<file path="src/rtl/csa_final_adder.sv">
// ---------------------------------------------------------------------------
// csa_final_adder
//   Carry-propagate stage behind the Booth/Wallace compressor tree. It turns
//   the redundant (sum, carry) pair into a binary result. The addition runs
//   serially, one CHUNK-bit slice per clock, with a carry passed between
//   slices. This keeps the full WIDTH-bit ripple out of a single cycle.
//
// Ports
//   clk        : clock, rising edge
//   rst        : synchronous reset, active-high
//   in_valid   : upstream offers sum_in/carry_in
//   in_ready   : operand pair accepted on this edge if in_valid (combinational)
//   sum_in     : redundant sum vector  [WIDTH-1:0]
//   carry_in   : redundant carry vector, already aligned [WIDTH-1:0]
//   out_valid  : result/cout valid
//   out_ready  : downstream takes result
//   result     : (sum_in + carry_in) mod 2^WIDTH
//   cout       : carry out of bit WIDTH-1 (informational)
//   busy       : operation in flight or result waiting (state != IDLE)
// ---------------------------------------------------------------------------
module csa_final_adder #(
  parameter int WIDTH = 128,
  parameter int CHUNK = 32
) (
  input  logic             clk,
  input  logic             rst,
  input  logic             in_valid,
  output logic             in_ready,
  input  logic [WIDTH-1:0] sum_in,
  input  logic [WIDTH-1:0] carry_in,
  output logic             out_valid,
  input  logic             out_ready,
  output logic [WIDTH-1:0] result,
  output logic             cout,
  output logic             busy
);

  localparam int NCHUNK = WIDTH / CHUNK;
  localparam int IDX_W  = (NCHUNK > 1) ? $clog2(NCHUNK) : 1;

  typedef enum logic [1:0] {
    S_IDLE = 2'd0,
    S_ADD  = 2'd1,
    S_DONE = 2'd2
  } state_t;

  state_t             r_state;
  state_t             w_state_nxt;

  logic [WIDTH-1:0]   r_sum;
  logic [WIDTH-1:0]   r_carry;
  logic [WIDTH-1:0]   r_result;
  logic [IDX_W-1:0]   r_idx;
  logic               r_c;
  logic               r_cout;
  logic               r_out_valid;

  logic               w_accept;
  logic               w_last;
  logic [CHUNK:0]     w_slice;

  // in_ready already contains !rst, so no accept can happen during reset.
  assign w_accept = in_valid && in_ready;
  assign w_last   = (r_idx == IDX_W'(NCHUNK - 1));

  // Slice i adder. The extra top bit is the carry into slice i+1.
  assign w_slice = {1'b0, r_sum[r_idx*CHUNK +: CHUNK]}
                 + {1'b0, r_carry[r_idx*CHUNK +: CHUNK]}
                 + {{CHUNK{1'b0}}, r_c};

  // State register
  always_ff @(posedge clk) begin
    if (rst) begin
      r_state <= S_IDLE;
    end else begin
      r_state <= w_state_nxt;
    end
  end

  // Next-state logic
  always_comb begin
    w_state_nxt = r_state;
    case (r_state)
      S_IDLE: if (w_accept) w_state_nxt = S_ADD;
      S_ADD:  if (w_last)   w_state_nxt = S_DONE;
      S_DONE: begin
        // Consuming the result and accepting new operands can share an edge.
        if (out_ready) w_state_nxt = in_valid ? S_ADD : S_IDLE;
      end
      default: w_state_nxt = S_IDLE;
    endcase
  end

  // Output logic. in_ready depends combinationally on out_ready in DONE.
  always_comb begin
    in_ready = 1'b0;
    busy     = 1'b0;
    if (!rst) begin
      in_ready = (r_state == S_IDLE) || ((r_state == S_DONE) && out_ready);
    end
    busy = (r_state != S_IDLE);
  end

  // Operand latch, slice accumulation and output registers
  always_ff @(posedge clk) begin
    if (rst) begin
      r_sum       <= '0;
      r_carry     <= '0;
      r_result    <= '0;
      r_idx       <= '0;
      r_c         <= 1'b0;
      r_cout      <= 1'b0;
      r_out_valid <= 1'b0;
    end else if (w_accept) begin
      r_sum       <= sum_in;
      r_carry     <= carry_in;
      r_idx       <= '0;
      r_c         <= 1'b0;
      r_out_valid <= 1'b0;
    end else if (r_state == S_ADD) begin
      r_result[r_idx*CHUNK +: CHUNK] <= w_slice[CHUNK-1:0];
      r_c   <= w_slice[CHUNK];
      r_idx <= r_idx + IDX_W'(1);
      if (w_last) begin
        r_cout      <= w_slice[CHUNK];
        r_out_valid <= 1'b1;
      end
    end else if ((r_state == S_DONE) && out_ready) begin
      r_out_valid <= 1'b0;
    end
  end

  assign result    = r_result;
  assign cout      = r_cout;
  assign out_valid = r_out_valid;

endmodule
</file>
<file path="config.mk">
export PLATFORM = sky130hd
export DESIGN_NAME = csa_final_adder
export DESIGN_NICKNAME = d
export VERILOG_FILES = /design/src/rtl/csa_final_adder.sv
export SDC_FILE = /design/constraint.sdc
export NUM_CORES = 1
export LEC_CHECK = 0
export ABC_AREA = 1
export CAP_MARGIN = 15
export CORE_ASPECT_RATIO = 0.8
export CORE_UTILIZATION = 30
export CTS_CLUSTER_SIZE = 40
export DETAILED_ROUTE_END_ITERATION = 10
export PLACE_DENSITY = 0.58
export SLEW_MARGIN = 5
export SYNTH_ARGS = -nofsm -noshare
export SYNTH_HDL_FRONTEND = slang
export SYNTH_SLANG_ARGS = --single-unit
</file>
<file path="constraint.sdc">
create_clock -name clk -period 4.2 [get_ports clk]
set_input_delay 0.63 -clock clk [delete_from_list [all_inputs] [get_ports clk]]
set_output_delay 0.63 -clock clk [all_outputs]
set_load 0.05 [all_outputs]
</file>
==> key figures <==
Yosys
  • Mean Syn Cell Area: 6.88 sq um
  • Proportion of synthesized chip area in sequential cells: between 40% and 50%
  • Post-synth top flop: dfxtp_1
  • Async set-reset flop share out of synthesis: 0%
  • Leading post-synthesis cells by cell area: dfxtp_1 (43%), nand3_1 (16%), nand2_1 (14%)
  • Compound-gate portion of the synthesized area: about 10%
  • Multiplexer share of the synthesized area: 0%
  • Parity-gate share of the synthesized area counting xor and xnor cells: less than 1%
  • Post-synthesis share of cell area spent on full adders, half adders and majority gates: 2.74%
  • Synthesized instance count: 2,668
  • Dominant cell type by area after synthesis: dfxtp_1
  • Synth warnings: 0
  • Area fraction of the dominant cell type after synthesis: a little over two fifths
  • Synth Area in Simple Gates: a little over a third
  • Combinational family with the most area after synthesis: simple AND/OR/NAND/NOR gates
  • Post-Syn Nets: around 3.0k
  • Cell variety after synth: 36
  • Mapped cell area: 0.0184 sq mm
  • Number of synthesized flops with an enable pin: 0
  • Number of synthesized register bits: roughly 390

Flow run
  • Max-cap viol count: 0

Route
  • Total number of vias: between 15k and 20k
  • Violation count after the first detailed-routing iteration: between 1k and 1.5k
  • Drt via density: 5.01
  • DRC violations left: 0
  • Wirelength per Cell: about 19 um
  • Wire length reported by the detailed router: 71,700 um
  • Length of the first detailed-routing pass in iterations: 6
  • Remaining antenna violation count after routing: 0

STA
  • Final critical-path share of the clock period: between 70 and 80%
  • Actual transition at the worst max-transition pin: roughly 1.2 ns
  • Setup repair after global routing missed its margin: false
  • Final hold vios: 0
  • Min cycle time layout: approximately 3.3 ns
  • Maximum operating frequency: between 300 and 400 MHz
  • Max transition margin: between 20% and 30%
  • Final count of negative-setup-slack endpoints: 0
  • Final-report max-slew violation count: 0
  • Final setup skew: around 0.023 ns
  • Total negative slack: 0 ns
  • Final worst hold slack: roughly 0.46 ns

Hold path
  • Worst hold path stage count: 2
  • Launch point of the worst hold path: result[127]
  • Sink of the worst hold path: result[127]
  • Min-delay worst type: reg -> reg

Floorplan
  • Initial core utilization: 30.6%
  • Die Wd: ~280 um
  • Floorplan die area: roughly 0.062 sq mm
  • Placement Rows: 80
  • Floorplan Core Area: 0.0601 sq mm
  • Vertical extent of the die: between 200 and 250 um
  • Boundary Pins: 392

Placed design
  • Detailed-placement wirelength estimate: about 50,000 um
  • Placement Cell Area: between 0.02 and 0.025 sq mm
  • Number of port buffers: slightly below 400
  • Final weighted congestion in routability-driven placement: 0.929

Finish
  • Cell area after layout: between 0.02 and 0.025 sq mm
  • Area growth from synthesis to layout: 32.2%
  • Layout cells sized above 1: 4.85%
  • Net count, final: around 3.2k

Worst setup path
  • Critical setup path kind: reg -> reg
  • Master of the slowest instance on the critical path: fa_1
  • Largest stage delay on the critical path: slightly above 0.5 ns
  • Peak fanout along the critical path: 30
  • Worst r2r dst: r_c
  • Largest delay share family, worst path: adder cells
  • Endpoint arrival time on the critical path: between 3 and 4 ns
  • RR Startpoint: r_idx[0]
  • Buffers & Inverters on Critical Path: 2
  • Critical Path Start Type: register
  • Register-to-register path setup slack: roughly 0.88 ns
  • Series of cell instances along the critical path: inv_4, o21ai_0, o22ai_1, fa_1, fa_1, nand3_1, nand3_1, nand3_1, nand2_1, nand2_1, nand2_1, nand2_1, nand3_1, o21ai_0, inv_1
  • Worst EP required: between 4 and 5 ns
  • CP endpoint kind: register
  • Length in cells of the worst reg-to-reg path: 15

Global routing
  • Wire length of the first global-routing pass: about 110,000 um
  • Global route total overflow: 0
  • Number of global-route vias before repair: about 17k
  • Antenna violations before repair: 8
  • Maximum number of pins on one net before global-route repair: 177
  • GRT Util Overall: roughly 22%

CTS
  • Clock Tree Root: clkbuf_16
  • Post-CTS resize count: 0
  • Total setup buffers inserted after CTS: 0
  • Depth of the CTS H-tree: 2
  • Worst-case clock buffer depth: 3
  • Sinks on the clock net: between 300 and 400
  • CTS tree: yes
  • Later-pin clock latency in the skew report: 0.59 ns
  • Hold bufs inserted after CTS: 0
  • Clk slew on worst S/H paths: roughly 0.06 ns
  • Number of buffers created by CTS: 44

Pwr
  • Cell area power density: about 420 mW/mm^2
  • Overall power of the completed layout: about 10 mW
  • Peak ir drop on the vdd network: 0.220 mV
  • Pleak: roughly 11 nW

Outcome
  • Status: completed
[registers in the layout (all words and copies together) (netlist names)]
name	flops
r_state	2
r_c	1
r_carry	128
r_sum	128
result	128
cout	1
r_idx	2
out_valid	1
[layout by cell type (no fill, tap or decap), drive strengths merged, types with 2 or more instances in the layout]
cell type	n
xnor2	2
a22oi	4
clkinv	13
nor3	8
xor2	13
nor2	191
dfxtp	391
ha	37
nand4	30
buf	39
o22ai	64
bufinv	3
nand3	577
inv	142
o21bai	2
clkbuf	61
nand2	712
diode	3
and2	2
a21oi	149
clkdlybuf4s50	389
fa	2
and3	2
o21ai	130
[worst register-to-register path: cells and delay by family, from the launching register on]
kind                       cells  cell delay, ns
buffers and inverters          2            0.24
and+or+nand+nor                8            0.96
adders and majority gates      2            0.99
DFF                            1            0.47
AOI/OAI and AO/OA              3            0.54
[routing by layer]
metal / routed length (um) / GRT usage [%]
met5: 40 / 0
met2: 33100 / 36.3
met1: 32900 / 31.1
met4: 1380 / 5.44
met3: 4330 / 3.86
[worst max-delay path by stage]
stage / start / to / slack, ns / depth (start not counted)
3_5_place_dp: r_idx[0] / result[56] / 0.94 / 16
5_1_grt: r_idx[0] / result[56] / 0.57 / 16
3_3_place_gp: r_idx[1] / result[45] / 0.97 / 16
6_report: r_idx[0] / r_c / 0.88 / 15
2_1_floorplan: r_idx[0] / result[112] / 1.07 / 18
4_1_cts: r_idx[1] / result[45] / 0.93 / 16
[Yosys cell counts, drive strengths merged, types with 2 or more instances]
cell type and n:
inv 139, fa 2, and2 2, a22oi 4, o21ai 130, a21oi 149, xor2 13, ha 37
dfxtp 391, clkbuf 110, nor2 191, xnor2 2, o21bai 2, nand2 712, o22ai 64, nand4 30
nand3 577, nor3 8, buf 97, and3 2
[power breakdown]
group / internal, mW / switching (mW)
clock network: 2.29 / 1.65
logic: 0.750 / 1.42
registers: 3.94 / 0.140
total: 6.98 / 3.20
[final cells by class]
type / count / area [sq um]
diodes: 3 / 7.51
clock buffers: 60 / 1260
clock inverters: 19 / 191
fillers: 6338 / 35800
inverters: 140 / 536
multi-input cells: 1930 / 9160
flip-flops and latches: 391 / 7830
well taps: 779 / 975
repair buffers: 429 / 4300
[stage by stage]
step | util, % | setup slack (ns) | std cells
global placement | 38.0 | 0.965 | 3669
finish | 40.4 | 0.879 | 3751
floorplan | - | 1.07 | 2668
CTS | 40.4 | 0.925 | 3748
global route | 40.4 | 0.569 | 3750
detailed placement | 38.0 | 0.945 | 3669
[logic make-up after synthesis]
family / after synthesis
fa+ha+maj: 39
compound gates: 351
flops: 391
buf+inv: 347
simple gates: 1525
xor+xnor: 15
(Power assumes the default switching activity.)
